$ cat config.mk
export PLATFORM = sky130hd
export DESIGN_NAME = axis8to32
export DESIGN_NICKNAME = d
export VERILOG_FILES = /design/src/rtl/udp_axis_pkg.sv /design/src/rtl/axis8to32.sv
export SDC_FILE = /design/constraint.sdc
export NUM_CORES = 1
export LEC_CHECK = 0
export BUFFER_PORTS_ARGS = -buffer_cell sky130_fd_sc_hd__buf_2
export CAP_MARGIN = 30
export CORE_MARGIN = 2
export CORE_UTILIZATION = 40
export CTS_CLUSTER_SIZE = 8
export DETAILED_ROUTE_END_ITERATION = 8
export GPL_TIMING_DRIVEN = 0
export MAX_ROUTING_LAYER = met4
export PLACE_DENSITY_LB_ADDON = 0.15
export SLEW_MARGIN = 20
export SYNTH_ARGS = -nofsm -noshare
export SYNTH_HDL_FRONTEND = slang
export SYNTH_SLANG_ARGS = --single-unit
export TNS_END_PERCENT = 5
$ cat constraint.sdc
create_clock -name clk -period 2.6 [get_ports clk]
set_input_delay 0 -clock clk [delete_from_list [all_inputs] [get_ports clk]]
set_output_delay 0 -clock clk [all_outputs]
set_load 0.005 [all_outputs]
$ cat src/rtl/udp_axis_pkg.sv
// udp_axis_pkg: shared types and helpers for the byte/word AXI-Stream converters
// Provides the word size in bytes, the byte-index type and the lane-keep helper.
package udp_axis_pkg;
    localparam int BYTES_PER_WORD = 4;
    typedef logic [1:0] byte_idx_t;
    // keep mask for cnt+1 valid bytes; msb_first mirrors the lanes
    function automatic logic [3:0] keep_from_count(byte_idx_t cnt, logic msb_first);
        logic [3:0] k;
        k = cnt == 2'd0 ? 4'b0001 : cnt == 2'd1 ? 4'b0011 : cnt == 2'd2 ? 4'b0111 : 4'b1111;
        return msb_first ? {k[0], k[1], k[2], k[3]} : k;
    endfunction
endpackage

$ cat src/rtl/axis8to32.sv
// axis8to32: packs an 8-bit AXI-Stream into 32-bit words with tkeep and reports frame length
// Ports: clk/reset (sync, active-high); axis_*_in byte input with axis_tready_out;
// axis_*_out packed word output with axis_tready_in; frame_len_out/frame_done_out length report.
module axis8to32
    import udp_axis_pkg::*;
#(
    parameter bit FIRST_BYTE_MSB = 1'b0,
    parameter int LEN_W = 16
) (
    input  logic             clk,
    input  logic             reset,
    input  logic [7:0]       axis_tdata_in,
    input  logic             axis_tvalid_in,
    input  logic             axis_tlast_in,
    output logic             axis_tready_out,
    output logic [31:0]      axis_tdata_out,
    output logic [3:0]       axis_tkeep_out,
    output logic             axis_tvalid_out,
    output logic             axis_tlast_out,
    input  logic             axis_tready_in,
    output logic [LEN_W-1:0] frame_len_out,
    output logic             frame_done_out
);
    byte_idx_t cnt, lane;
    logic [31:0] acc, acc_next;
    logic [LEN_W-1:0] run, run_inc;
    logic in_beat, emit;
    assign axis_tready_out = !axis_tvalid_out || axis_tready_in;
    assign in_beat = axis_tvalid_in && axis_tready_out;
    assign emit = in_beat && (cnt == byte_idx_t'(BYTES_PER_WORD - 1) || axis_tlast_in);
    // 3-cnt on a 2-bit index is its bitwise inverse
    assign lane = FIRST_BYTE_MSB ? ~cnt : cnt;
    assign acc_next = acc | ({24'd0, axis_tdata_in} << {lane, 3'b000});
    assign run_inc = &run ? run : run + 1'b1;
    always_ff @(posedge clk) begin
        if (reset) begin
            cnt <= '0;
            acc <= '0;
            run <= '0;
            axis_tdata_out <= '0;
            axis_tkeep_out <= '0;
            axis_tvalid_out <= 1'b0;
            axis_tlast_out <= 1'b0;
            frame_len_out <= '0;
            frame_done_out <= 1'b0;
        end else begin
            frame_done_out <= 1'b0;
            if (emit) begin
                axis_tdata_out <= acc_next;
                axis_tkeep_out <= keep_from_count(cnt, FIRST_BYTE_MSB);
                axis_tlast_out <= axis_tlast_in;
                axis_tvalid_out <= 1'b1;
                acc <= '0;
                cnt <= '0;
            end else begin
                if (axis_tvalid_out && axis_tready_in) axis_tvalid_out <= 1'b0;
                if (in_beat) begin
                    acc <= acc_next;
                    cnt <= cnt + 1'b1;
                end
            end
            if (in_beat) begin
                run <= axis_tlast_in ? '0 : run_inc;
                if (axis_tlast_in) begin
                    frame_len_out <= run_inc;
                    frame_done_out <= 1'b1;
                end
            end
        end
    end
endmodule

==> metrics.md, run 1 <==
| Metric | Value |
|---|---|
| Run status | finished clean |
| Total die area | ~12000 um^2 |
| Slowest CP cell | dfxtp_1 |
| Finish-stage setup viols | 0 |
| Nets@finish | about 610 |
| Worst slew margin | around two fifths |
| Worst R2R End | acc[20] |
| Cell Area, Placed | just under 5000 um^2 |
| Achievable frequency | approximately 430 MHz |
| Port bufs | 59 |
| CP max stage delay | 540 ps |
| Worst Hold Depth | 3 |
| Row count | 38 |
| Async S/R FF share, synth | 0% |
| Post-synth net total | 535 |
| Fillers | roughly 1100 |
| Detail Route Antenna Nets | 0 |
| Reg2reg start | cnt[0] |
| Data required, critical path | approximately 2900 ps |
| RSZ-0062 raised after global routing | false |
| Max Cap Violations | 0 |
| Global-route usage over all layers | a little over a fifth |
| Hold Startpoint | axis_tdata_in[7] |
| Largest net degree at the start of global routing | 19 |
| First-pass GRT wire length | ~19000 um |
| Global placement routability congestion | 0.903 |
| Setup_tns | 0 ps |
| Core ar. | ~11000 um^2 |
| Die X | 108 um |
| Worst setup path class | reg2reg |
| Number of antenna diodes | 0 |
| Via count | between 3000 and 4000 |
| Cts bufs inserted | 9 |
| Initial Util | just over 40% |
| PwrDens | 614 nW/um^2 |
| Slew of the pin with the lowest slew margin | 919 ps |
| Total number of H-tree levels | 3 |
| Sink of the worst hold path | acc[15] |
| R2r setup slk | 280 ps |
| Hold buffers post-CTS | 0 |
| Crit end category | flip-flop |
| Leak | 1.84 nW |
| Area Overhead vs Synth | 15.8% |
| Post-DP HPWL | ~8000 um |
| Final hold violations | 0 |
| Synth Area per Inst | between 8 and 9 um^2 |
| Commonest non-fill, non-tap cell in the layout | dfxtp_1 |
| First-pass DRT Iterations | 5 |
| Synth Warn # | 0 |
| CP arrival | 2600 ps |
| Max VDD drop | around 0.27 mV |
| Grt met2 use | 31.5% |
| Commonest cells after routing, fill and taps aside | dfxtp_1, nor2_1, buf_2, a21oi_1, nor3_1 |
| Reg2reg path depth | 7 |
| Vias/cell | around 5.4 |
| Met1 usage | a little over a quarter |
| DRC violations left | 0 |
| Die height | approximately 110 um |
| #FFs+latches synth | 105 |
| EDFF count, synth | 0 |
| Final wirelength | between 10000 and 15000 um |
| Synth Instances | 517 |
| Root Buffer | clkbuf_8 |
| GRT busiest layer | met2 |
| Total congestion overflow | 0 |
| Layout cells sized above 1 | roughly 16% |
| Library cells used by synthesis | 50 |
| Initial antenna violation count | 0 |
| Worst skew pair latency | 390 ps |
| Synthesized area | ~4300 um^2 |
| Critical path fanouts, max | 10 |
| Post-synthesis sequential area ratio | approximately half |
| Ys flop type | dfxtp_1 |
| Period minus WS final | 2320 ps |
| Hold WC Path Type | in2reg |
| Pins Over Slew Limit | 0 |
| Clock sinks | between 100 and 150 |
| CTS tree | built |
| CTS max path bufs | 2 |
| Final instance area | approximately 5000 um^2 |
| M3 GR Usage | about 3.1% |
| WHS | 51.6 ps |
| Clk slew on worst S/H paths | between 100 and 150 ps |
| Startpoint class of the critical path | flip-flop |
| CP Cell Sequence | ha_1, nor2_1, nand3b_1, nand2b_1, clkbuf_1, clkbuf_1, nor2_1 |
| I/O Pins | 69 |
| Routed wire per std cell | approximately 16 um |
| Number of global-route vias before repair | between 3000 and 4000 |
| Post-Route Skew | approximately 16 ps |
| Final period utilization | 89.3% |
| First DRT Iteration DRCs | 238 |
how the worst max path moves through the flow:
stage,from,end,slack [ps]
after floorplan,run[1],run[13],680
after global placement,cnt[0],acc[28],290
after detailed placement,cnt[0],acc[9],260
after CTS,cnt[0],acc[3],240
after global routing,cnt[0],acc[12],4
final,cnt[0],acc[20],280
metal layers:
| layer | up-vias | wire [um] |
|---|---|---|
| li1 | 1980 | - |
| met1 | 1854 | 5290 |
| met2 | 126 | 5160 |
| met3 | 19 | 717 |
| met4 | 0 | 318 |
| met5 | - | 0 |
power by group:
group          internal, mW  switching (mW)  leakage [nW]
Clock                 0.453           0.591        0.0925
Sequential             1.67          0.0370         0.855
Combinational         0.118           0.214         0.890
worst max-delay path: cells and delay by family (launching register included):
kind / cells / cell delay [ps]
adder cells (fa/ha/maj): 1 / 230
flip-flops: 1 / 540
AND/OR/NAND/NOR: 4 / 740
buffers and inverters: 2 / 720
cells in the mapped netlist (all sizes together) (5+ instances only):
cell      n  area (um^2)
buf      18         88.8
a21oi    55          275
ha        5         62.6
a211oi   37          278
nand3b    6         45.0
nor2     97          364
clkbuf   27          101
nand4     6         37.5
dfxtp   105         2100
a311oi    5         50.0
nand3    11         60.1
nor3     44          220
nand2    31          116
o21ai     9         45.0
cell families (layout without fill, tap and decap cells):
family	count (synthesis)	in the layout	synth area share [%]
multiplexers	2	2	0.461
AND/OR/NAND/NOR	223	223	24.5
AO/OA/AOI/OAI	128	128	19.3
buffers and inverters	48	125	4.64
flip-flops	105	105	48.4
adder cells (fa/ha/maj)	5	5	1.44
XOR/XNOR	6	6	1.21
per-stage QoR:
| step | setup WS, ps | power (mW) | instances | utilization [%] |
|---|---|---|---|---|
| floorplan | 677 | 1.95 | 517 | - |
| global placement | 292 | 2.08 | 716 | 45.0 |
| detailed placement | 258 | 2.08 | 716 | 45.0 |
| CTS | 244 | 3.12 | 732 | 46.9 |
| global route | 3.85 | 3.22 | 734 | 47.0 |
| finish | 277 | 3.08 | 734 | 47.0 |
area by class of cell:
class	count	area (um^2)	share of cell area, %
buffer	45	191	3.81
clock buffer	9	124	2.47
clock inverter	7	78.8	1.57
inverter	3	11.3	0.224
multi-input combinational	364	2040	40.5
sequential	105	2100	41.8
tap	140	175	3.49
timing repair buffer	61	305	6.08
flip-flops by register name, indices dropped and copies added (netlist names):
name and count:
acc 32, axis_tdata_out 32, axis_tkeep_out 4, axis_tlast_out 1, axis_tvalid_out 1, cnt 2, frame_done_out 1, frame_len_out 16
run 16
repair_timing:
action,CTS,global route
setup buffers,0,0
gates resized for setup,0,2
endpoints found under the setup margin,0,1
No activity file was read; power rests on OpenSTA's default activity.
==> inputs of run 2 (changes only) <==
--- a/config.mk
+++ b/config.mk
@@ -9,6 +9,7 @@
 export CAP_MARGIN = 30
 export CORE_MARGIN = 2
 export CORE_UTILIZATION = 40
+export CTS_BUF_LIST = sky130_fd_sc_hd__clkbuf_16
 export CTS_CLUSTER_SIZE = 8
 export DETAILED_ROUTE_END_ITERATION = 8
 export GPL_TIMING_DRIVEN = 0
==> metrics.md, run 2 (synthesis gave the netlist of run 1 again) <==
| Metric | Value |
|---|---|
| Run status | finished clean |
| WHS | 92.9 ps (+41.3 ps) |
| Vias/cell | 5.38 (-0.68%) |
| Area Overhead vs Synth | 18.1% |
| Detail Route Antenna Nets | 0 (unchanged) |
| Finish-stage setup viols | 0 (unchanged) |
| Layout cells sized above 1 | 16.0% (-0.17 points) |
| PwrDens | 668 nW/um^2 (+8.8%) |
| Worst Hold Depth | 3 (unchanged) |
| Final hold violations | 0 (unchanged) |
| Startpoint class of the critical path | flip-flop |
| Number of global-route vias before repair | 3668 (-0.62%) |
| CP Cell Sequence | ha_1, nor2_1, nand3b_1, nand2b_1, clkbuf_1, clkbuf_1, nor2_1 |
| Leak | 1.88 nW (+2.4%) |
| Slew of the pin with the lowest slew margin | 883 ps (-35.4 ps) |
| First-pass GRT wire length | 18700 um (+0.15%) |
| Hold buffers post-CTS | 0 (unchanged) |
| Die height | 108 um (unchanged) |
| Port bufs | 59 (unchanged) |
| Period minus WS final | 2330 ps (+6.28 ps) |
| Worst skew pair latency | 350 ps (-40 ps) |
| Achievable frequency | 429 MHz (-0.27%) |
| Post-CTS sizing | 0 (unchanged) |
| Largest net degree at the start of global routing | 19 (unchanged) |
| Final wirelength | 11400 um (-0.64%) |
| Clock sinks | 105 (unchanged) |
| First-pass DRT Iterations | 5 (unchanged) |
| I/O Pins | 69 (unchanged) |
| DRC violations left | 0 (unchanged) |
| Multi-input gate area | 2040 um^2 (unchanged) |
| Cell Area, Placed | 4810 um^2 (unchanged) |
| Slowest CP cell | dfxtp_1 |
| CP arrival | 2550 ps (-50 ps) |
| Fillers | 1073 (-1.0%) |
| Commonest non-fill, non-tap cell in the layout | dfxtp_1 |
| Crit end category | flip-flop |
| Setup Buffers After CTS | 0 (unchanged) |
| Total number of H-tree levels | 3 (unchanged) |
| Die X | 108 um (unchanged) |
| Worst setup path class | reg2reg |
| Post-route insts no fill | 734 (unchanged) |
| Hold WC Path Type | in2reg |
| Via count | 3952 (-0.68%) |
| Final instance area | 5120 um^2 (+2.0%) |
| Total congestion overflow | 0 (unchanged) |
| Post-placement cell count | 716 (unchanged) |
| Root Buffer | clkbuf_16 |
| First DRT Iteration DRCs | 192 (-19%) |
| Storage cell area | 2100 um^2 (unchanged) |
| Final core utilization | 47.9% (+0.94 points) |
| Routed wire per std cell | 15.6 um (-0.64%) |
| Max Cap Violations | 0 (unchanged) |
| Data required, critical path | 2820 ps (-60 ps) |
| Max VDD drop | 0.265 mV (-0.11%) |
| Setup_tns | 0 ps (unchanged) |
| Total die area | 11700 um^2 (unchanged) |
| Post-DP HPWL | 8220 um (unchanged) |
| Reg2reg start | cnt[0] |
| R2r setup slk | 270 ps (about the same) |
| Reg2reg path depth | 7 (unchanged) |
| Commonest cells after routing, fill and taps aside | dfxtp_1, nor2_1, buf_2, a21oi_1, nor3_1 |
| Cts bufs inserted | 9 (unchanged) |
| RSZ-0062 raised after global routing | false |
| Initial Util | 40.6% (unchanged) |
| Core ar. | 10700 um^2 (unchanged) |
| Global-route usage over all layers | 21.1% (+0.021 points) |
| Row count | 38 (unchanged) |
| CTS tree | built |
| Initial antenna violation count | 0 (unchanged) |
| CTS max path bufs | 2 (unchanged) |
| Critical path fanouts, max | 10 (unchanged) |
| Sink of the worst hold path | frame_done_out |
| Worst R2R End | acc[30] |
| CP max stage delay | 530 ps (about the same) |
| Biggest regs | acc: 32 flops, axis_tdata_out: 32 flops |
| Final period utilization | 89.6% (+0.24 points) |
| Hold Startpoint | axis_tvalid_in |
| Post-Route Skew | 7.98 ps (-7.65 ps) |
| Clk slew on worst S/H paths | 70 ps (-40 ps) |
| Pins Over Slew Limit | 0 (unchanged) |
| Global placement routability congestion | 0.903 (unchanged) |
| Number of antenna diodes | 0 (unchanged) |
| Nets@finish | 607 (unchanged) |
| Worst slew margin | 40.7% (+2.4 points) |
-- run 2: cell counts in the layout (fill, tap and decap cells not counted) --
Identical to the previous run, type by type.
-- run 2: worst max-delay path by stage --
stage / slack (ps) / cells past startpoint / from / to
floorplan: 680 / 6 / run[1] / run[13]
global placement: 290 / 7 / cnt[0] / acc[28]
detailed placement: 260 / 7 / cnt[0] / acc[9]
CTS: 240 / 7 / cnt[0] / acc[2]
global route: 5 / 7 / cnt[0] / acc[30]
finish: 270 / 7 / cnt[0] / acc[30]
-- run 2: area by class of cell --
cell class / count / share of cell area (%)
sequential: 105 / 41.0
multi-input combinational: 364 / 39.7
timing repair buffer: 61 / 5.96
clock buffer: 9 / 4.40
buffer: 45 / 3.71
tap: 140 / 3.42
clock inverter: 7 / 1.54
inverter: 3 / 0.220
-- run 2: through the flow --
stage          setup slack, ps  power [mW]
2_1_floorplan              677        1.95
3_3_place_gp               292        2.08
3_5_place_dp               258        2.08
4_1_cts                    242        3.45
5_1_grt                   4.85        3.56
6_report                   271        3.42
-- run 2: metal layers --
| metal | wire (um) | GRT usage (%) |
|---|---|---|
| met1 | 5570 | 27.7 |
| met2 | 5040 | 31.5 |
| met3 | 504 | 3.32 |
| met4 | 302 | 10.6 |
| met5 | 0 | - |
-- run 2: where the power goes --
group          internal, mW  leakage [nW]  switching [mW]  total [mW]
combinational         0.118         0.887           0.213       0.331
sequential             1.67         0.855          0.0372        1.71
clock                 0.755         0.139           0.626        1.38
total                  2.55          1.88           0.877        3.42
-- run 2: critical path: cells and delay by family (launching register included) --
| family | cells | cell delay [ps] |
|---|---|---|
| flip-flops | 1 | 530 |
| AND/OR/NAND/NOR | 4 | 750 |
| buffers and inverters | 2 | 700 |
| adder cells (fa/ha/maj) | 1 | 230 |
